==> src/rtl/vec_stream_tx.sv <==
// Parallel-to-serial vector streamer with active + pending buffers, so vectors go out back-to-back.
// Optional m_last output is enabled by defining VEC_STREAM_TX_LAST_FLAG_EN.
module vec_stream_tx #(
   parameter int T  = 20,
   parameter int M  = 8,
   parameter int CW = 16
) (
   input  logic            clk,
   input  logic            reset,
   input  logic            load_valid,
   output logic            load_ready,
   input  logic [M*T-1:0]  load_data,
   output logic            m_valid,
   input  logic            m_ready,
   output logic [T-1:0]    data_out,
   output logic            busy,
   output logic [CW-1:0]   vec_count
`ifdef VEC_STREAM_TX_LAST_FLAG_EN
   ,
   output logic            m_last
`endif
);

   // state  | meaning
   // IDLE   | active entry empty (pending is then empty too)
   // STREAM | active entry holds a vector being serialized
   localparam int IW = (M > 1) ? $clog2(M) : 1;
   localparam logic [0:0] S_IDLE   = 1'b0;
   localparam logic [0:0] S_STREAM = 1'b1;

   logic [0:0]     r_state, w_state_nxt;
   logic [M*T-1:0] r_act, w_act_nxt;
   logic [M*T-1:0] r_pend, w_pend_nxt;
   logic           r_pend_full, w_pend_full_nxt;
   logic [IW-1:0]  r_idx, w_idx_nxt;
   logic [T-1:0]   r_data, w_data_nxt;
   logic           r_load_ready;
   logic [CW-1:0]  r_vec_count, w_vec_count_nxt;
   logic           w_act_full;
   logic           w_load_fire;
   logic           w_xfer;
   logic           w_last_xfer;

   assign w_act_full  = (r_state == S_STREAM);
   assign w_load_fire = load_valid && r_load_ready;
   assign w_xfer      = w_act_full && m_ready;
   assign w_last_xfer = w_xfer && (r_idx == IW'(M-1));

   always_comb begin
      w_state_nxt     = r_state;
      w_act_nxt       = r_act;
      w_pend_nxt      = r_pend;
      w_pend_full_nxt = r_pend_full;
      w_idx_nxt       = r_idx;
      w_vec_count_nxt = r_vec_count;
      case (r_state)
         S_IDLE: begin
            if (w_load_fire) begin
               w_state_nxt = S_STREAM;
               w_act_nxt   = load_data;
               w_idx_nxt   = '0;
            end
         end
         default: begin
            if (w_last_xfer) begin
               w_vec_count_nxt = r_vec_count + 1'b1;
               w_idx_nxt       = '0;
               // load_ready is low while pending is full, so the two refill sources never collide
               if (r_pend_full) begin
                  w_act_nxt       = r_pend;
                  w_pend_full_nxt = 1'b0;
               end else if (w_load_fire) begin
                  w_act_nxt = load_data;
               end else begin
                  w_state_nxt = S_IDLE;
               end
            end else begin
               if (w_xfer) begin
                  w_idx_nxt = r_idx + 1'b1;
               end
               if (w_load_fire) begin
                  w_pend_nxt      = load_data;
                  w_pend_full_nxt = 1'b1;
               end
            end
         end
      endcase
   end

   // Output word is registered from next-state so it already holds the element being offered.
   always_comb begin
      w_data_nxt = '0;
      if (w_state_nxt == S_STREAM) begin
         for (int i = 0; i < M; i++) begin
            if (w_idx_nxt == IW'(i)) begin
               w_data_nxt = w_act_nxt[i*T +: T];
            end
         end
      end
   end

   always_ff @(posedge clk) begin
      if (!reset) begin
         r_state      <= S_IDLE;
         r_act        <= '0;
         r_pend       <= '0;
         r_pend_full  <= 1'b0;
         r_idx        <= '0;
         r_data       <= '0;
         r_load_ready <= 1'b1;
         r_vec_count  <= '0;
      end else begin
         r_state      <= w_state_nxt;
         r_act        <= w_act_nxt;
         r_pend       <= w_pend_nxt;
         r_pend_full  <= w_pend_full_nxt;
         r_idx        <= w_idx_nxt;
         r_data       <= w_data_nxt;
         r_load_ready <= !w_pend_full_nxt;
         r_vec_count  <= w_vec_count_nxt;
      end
   end

`ifdef VEC_STREAM_TX_LAST_FLAG_EN
   logic r_last;

   always_ff @(posedge clk) begin
      if (!reset) begin
         r_last <= 1'b0;
      end else begin
         r_last <= (w_state_nxt == S_STREAM) && (w_idx_nxt == IW'(M-1));
      end
   end

   assign m_last = r_last;
`endif

   assign load_ready = r_load_ready;
   assign m_valid    = w_act_full;
   assign data_out   = r_data;
   assign busy       = w_act_full || r_pend_full;
   assign vec_count  = r_vec_count;

endmodule

==> config.mk <==
export PLATFORM = sky130hd
export DESIGN_NAME = vec_stream_tx
export DESIGN_NICKNAME = d
export VERILOG_FILES = /design/src/rtl/vec_stream_tx.sv
export SDC_FILE = /design/constraint.sdc
export NUM_CORES = 1
export LEC_CHECK = 0
export BUFFER_PORTS_ARGS = -buffer_cell sky130_fd_sc_hd__clkbuf_2
export CAP_MARGIN = 40
export CORE_MARGIN = 1
export CORE_UTILIZATION = 45
export CTS_CLUSTER_SIZE = 14
export DETAILED_ROUTE_END_ITERATION = 6
export PLACE_DENSITY = 0.64
export SLEW_MARGIN = 20
export SYNTH_ARGS = -nofsm -noshare
export SYNTH_HDL_FRONTEND = slang
export SYNTH_SLANG_ARGS = --single-unit
==> constraint.sdc <==
create_clock -name clk -period 3.43 [get_ports clk]
set_input_delay 0.343 -clock clk [delete_from_list [all_inputs] [get_ports clk]]
set_output_delay 0.343 -clock clk [all_outputs]
set_load 0.02 [all_outputs]
==> results.sh <==
export IMPL_fin_tns_setup_ns=0
export IMPL_finalMaxSlewViolations=0
export IMPL_grt_start_max_net_pins=90
export IMPL_rsz_0062_raised_after_global_routing="no"
export IMPL_ys_dominant_reg_cell="dfxtp_1"
export IMPL_internal_power_mw=7.41
export IMPL_period_needed_ns=3.20
export IMPL_post_synth_mux_area_share=0.0648
export IMPL_synth_sequential_area_ratio=0.474
export IMPL_synth_xor_xnor_area_share=0.00745
export IMPL_filler_cell_count=3064
export IMPL_worst_path_max_fanout=26
export IMPL_fp_coreArea_mm2=0.0334
export IMPL_clock_sink_count=362
export IMPL_cts_clk_slew_worst_paths_ns=0.06
export IMPL_synth_area_leader_cell="dfxtp_1"
export IMPL_area_sequential_mm2=0.00725
export IMPL_max_slew_margin=0.467
export IMPL_yosys_area_share_simple=0.185
export IMPL_htreeDepth=2
export IMPL_gp_congestion=0.877
export IMPL_timing_setup_critical_path_class="reg2reg"
export IMPL_drt_first_iter_violations=1892
export IMPL_area_growth_syn_to_layout_pct=18.2
export IMPL_critical_path_required_ns=3.91
export IMPL_largest_cells_by_area_after_synthesis="dfxtp_1, nand2_1, a222oi_1"
export IMPL_post_synth_top_area_fraction=0.474
export IMPL_max_freq_ghz=0.312
export IMPL_netlist_instances=1779
export IMPL_synth_edff_count=0
export IMPL_floorplan_io_pins=203
export IMPL_static_leakage_power_nw=6.94
export IMPL_ys_ff_latch=362
export IMPL_ys_types=59
export IMPL_vias_post_dr=14200
export IMPL_place_hpwl_um=32800
export IMPL_finalCritPeriodShare=0.933
export IMPL_tritoncts_num_buffers=40
export IMPL_global_route_overflow_total=0
export IMPL_synthesis_area_mm2=0.0153
export IMPL_tritoncts="built"
export IMPL_portBuffers=202
export IMPL_cp_cell_sequence="ha_1 -> ha_1 -> nand4bb_1 -> o311a_4 -> buf_12 -> buf_4 -> mux2_1 -> mux2i_1 -> o21a_1"
export IMPL_seqPwrFrac=0.449
export IMPL_synth_fp_nets=1946
export IMPL_ctsRootBufferMaster="clkbuf_16"
export IMPL_report_final_hold_viol_count=0
export IMPL_logic_pwr_share=0.139
export IMPL_synth_fa_ha_area_frac=0.00246
export IMPL_post_cts_buffers=0
export IMPL_avgRoutedWirePerCell_um=20.4
export IMPL_antenna_found_initial=0
export IMPL_final_layout_size_suffix_gt1_frac=0.188
export IMPL_layout_nets=2084
export IMPL_power_clock_fraction=0.412
export IMPL_yosys_warnings=0
export IMPL_arrival_time_of_data_at_the_critical_path_endpoint_ns=3.68
export IMPL_final_setup_viol_count=0
export IMPL_final_antenna_net_count=0
export IMPL_area_taken_by_multi_input_logic_gates_mm2=0.00729
export IMPL_stage_delay_of_the_slowest_cell_on_the_critical_path_ns=0.52
export IMPL_start_util=0.457
export IMPL_grt_pass1_vias=13400
export IMPL_drtPass1Iterations=7
export IMPL_failed_checks="DRC"
export IMPL_synth_top_family_by_area="compound AO/OA/AOI/OAI gates"
export IMPL_finalInstanceArea_mm2=0.0181
export IMPL_grt_first_pass_wirelength_um=76000
export IMPL_worst_pin_slew_ns=0.794
export IMPL_die_h_um=186
export IMPL_max_vdd_ir_drop_mv=0.309
export IMPL_swShare=0.265
export IMPL_die_w_um=186
export IMPL_run_status="complete, but fails checks"
export IMPL_share_of_the_synthesized_area_in_compound_gates_ao_oa_aoi_oai=0.213
export IMPL_standard_cell_rows=67
export IMPL_worst_path_max_delay_cell="mux2i_1"
export IMPL_p_per_area_mw_per_mm2=558
export IMPL_viasPerCell=5.95
export IMPL_groute_usage_overall=0.273
export IMPL_postRouteWirelength_um=48800
export IMPL_cts_max_path_buffers=3
export IMPL_dieArea_mm2=0.0347
export IMPL_drt_drc_violations_left=6
export IMPL_power_net_switching_mw=2.67
export IMPL_syn_area_per_cell_um2=8.59
export IMPL_start_kind="flip-flop"
export IMPL_hold_path_class="in2reg"
export IMPL_worst_path_most_repeated_cell="ha_1"
export IMPL_diode_count=0
export IMPL_cts_hold_buf=0
export IMPL_worstSkewPairLatency_ns=0.54
export IMPL_cts_repair_resized=0
export IMPL_setup_worst_path_end_class="flip-flop"
export IMPL_synth_async_reset_ratio=0
export IMPL_finClkSkew_ns=0.0201
export IMPL_timing_max_cap_violations=0
export IMPL_cell_area_after_placement_mm2=0.0168
[final cells by class]
type | count | area share
Clock inverter | 14 | 0.00720
Tap cell | 448 | 0.0310
Multi-Input combinational cell | 1235 | 0.403
Clock buffer | 54 | 0.0623
Inverter | 17 | 0.00395
Timing Repair Buffer | 261 | 0.0911
Sequential cell | 362 | 0.401
[registers in the layout, indices dropped and copies added, names as in the netlist]
name and cells:
data_out 20, load_ready 1, m_valid 1, r_act 160
r_idx 3, r_pend 160, r_pend_full 1, vec_count 16
[power by group through the flow]
stage               Clock, mW  Combinational, mW  Sequential [mW]
floorplan                   0              0.850             4.60
global placement            0               1.36             4.61
detailed placement          0               1.39             4.61
CTS                      4.20               1.39             4.52
global route             4.40               1.51             4.54
finish                   4.15               1.40             4.53
[through the flow]
stage	hold slack [ns]	total power, mW	instances	setup WS (ns)	utilization
6_report	0.0406	10.1	2391	0.228	0.540
5_1_grt	0.0445	10.5	2391	0.140	0.540
4_1_cts	0.0344	10.1	2391	0.315	0.540
3_5_place_dp	0.443	6.00	2323	0.322	0.503
3_3_place_gp	0.437	5.97	2322	0.343	0.502
2_1_floorplan	0.432	5.45	1779	1.01	-
[synth_stat cells, types with 9 or more instances]
library cell	n
a21oi_1	207
a221oi_1	32
a222oi_1	117
a31oi_1	12
and2_1	25
and3_1	9
and4_1	15
buf_1	10
buf_2	42
clkbuf_1	99
dfxtp_1	362
inv_1	16
mux2_1	12
mux2_2	28
mux2i_1	54
nand2_1	362
nand4_1	16
nor2_1	175
nor2b_1	10
nor3_1	19
o2111ai_1	9
o21a_1	18
o21ai_0	19
o22ai_1	13
[routing by layer]
metal,track usage,share of wire,vias up,routed length [um]
li1,-,-,6691,-
met1,0.367,0.43,6854,20800
met2,0.449,0.47,596,23100
met3,0.0322,0.069,84,3360
met4,0.0973,0.032,0,1550
met5,0,0,-,0
[placed cells by master (no fill, tap or decap), types with 17 or more instances in the layout]
cell / Yosys / layout
dfxtp_1: 362 / 362
nand2_1: 362 / 361
a21oi_1: 207 / 207
clkbuf_2: 1 / 202
nor2_1: 175 / 175
a222oi_1: 117 / 117
mux2i_1: 54 / 54
buf_4: 8 / 43
clkbuf_16: 0 / 41
a221oi_1: 32 / 32
mux2_2: 28 / 28
and2_1: 25 / 25
o21ai_0: 19 / 19
nor3_1: 19 / 19
o21a_1: 18 / 17
[worst paths after layout]
check	startpoint	endpoint	slack, ns	cells past startpoint
min reg2reg	r_pend[39]	r_pend[39]	0.45	2
max reg2reg	r_idx[1]	data_out[2]	0.23	9
max	r_idx[1]	data_out[2]	0.23	9
min	load_data[116]	r_pend[116]	0.04	3
[kinds of logic after synthesis]
group,Yosys count
buf+inv,182
mux,94
simple gates,664
flops,362
fa+ha+maj,3
compound gates,461
xor+xnor,13
[worst max-delay path: cells and delay by family (launching register included)]
kind            cells  cell delay (ns)
compound gates      2             0.67
mux                 2             0.87
buf+inv             2             0.45
flops               1             0.41
simple gates        1             0.27
fa+ha+maj           2             0.49
(Power assumes the default switching activity.)
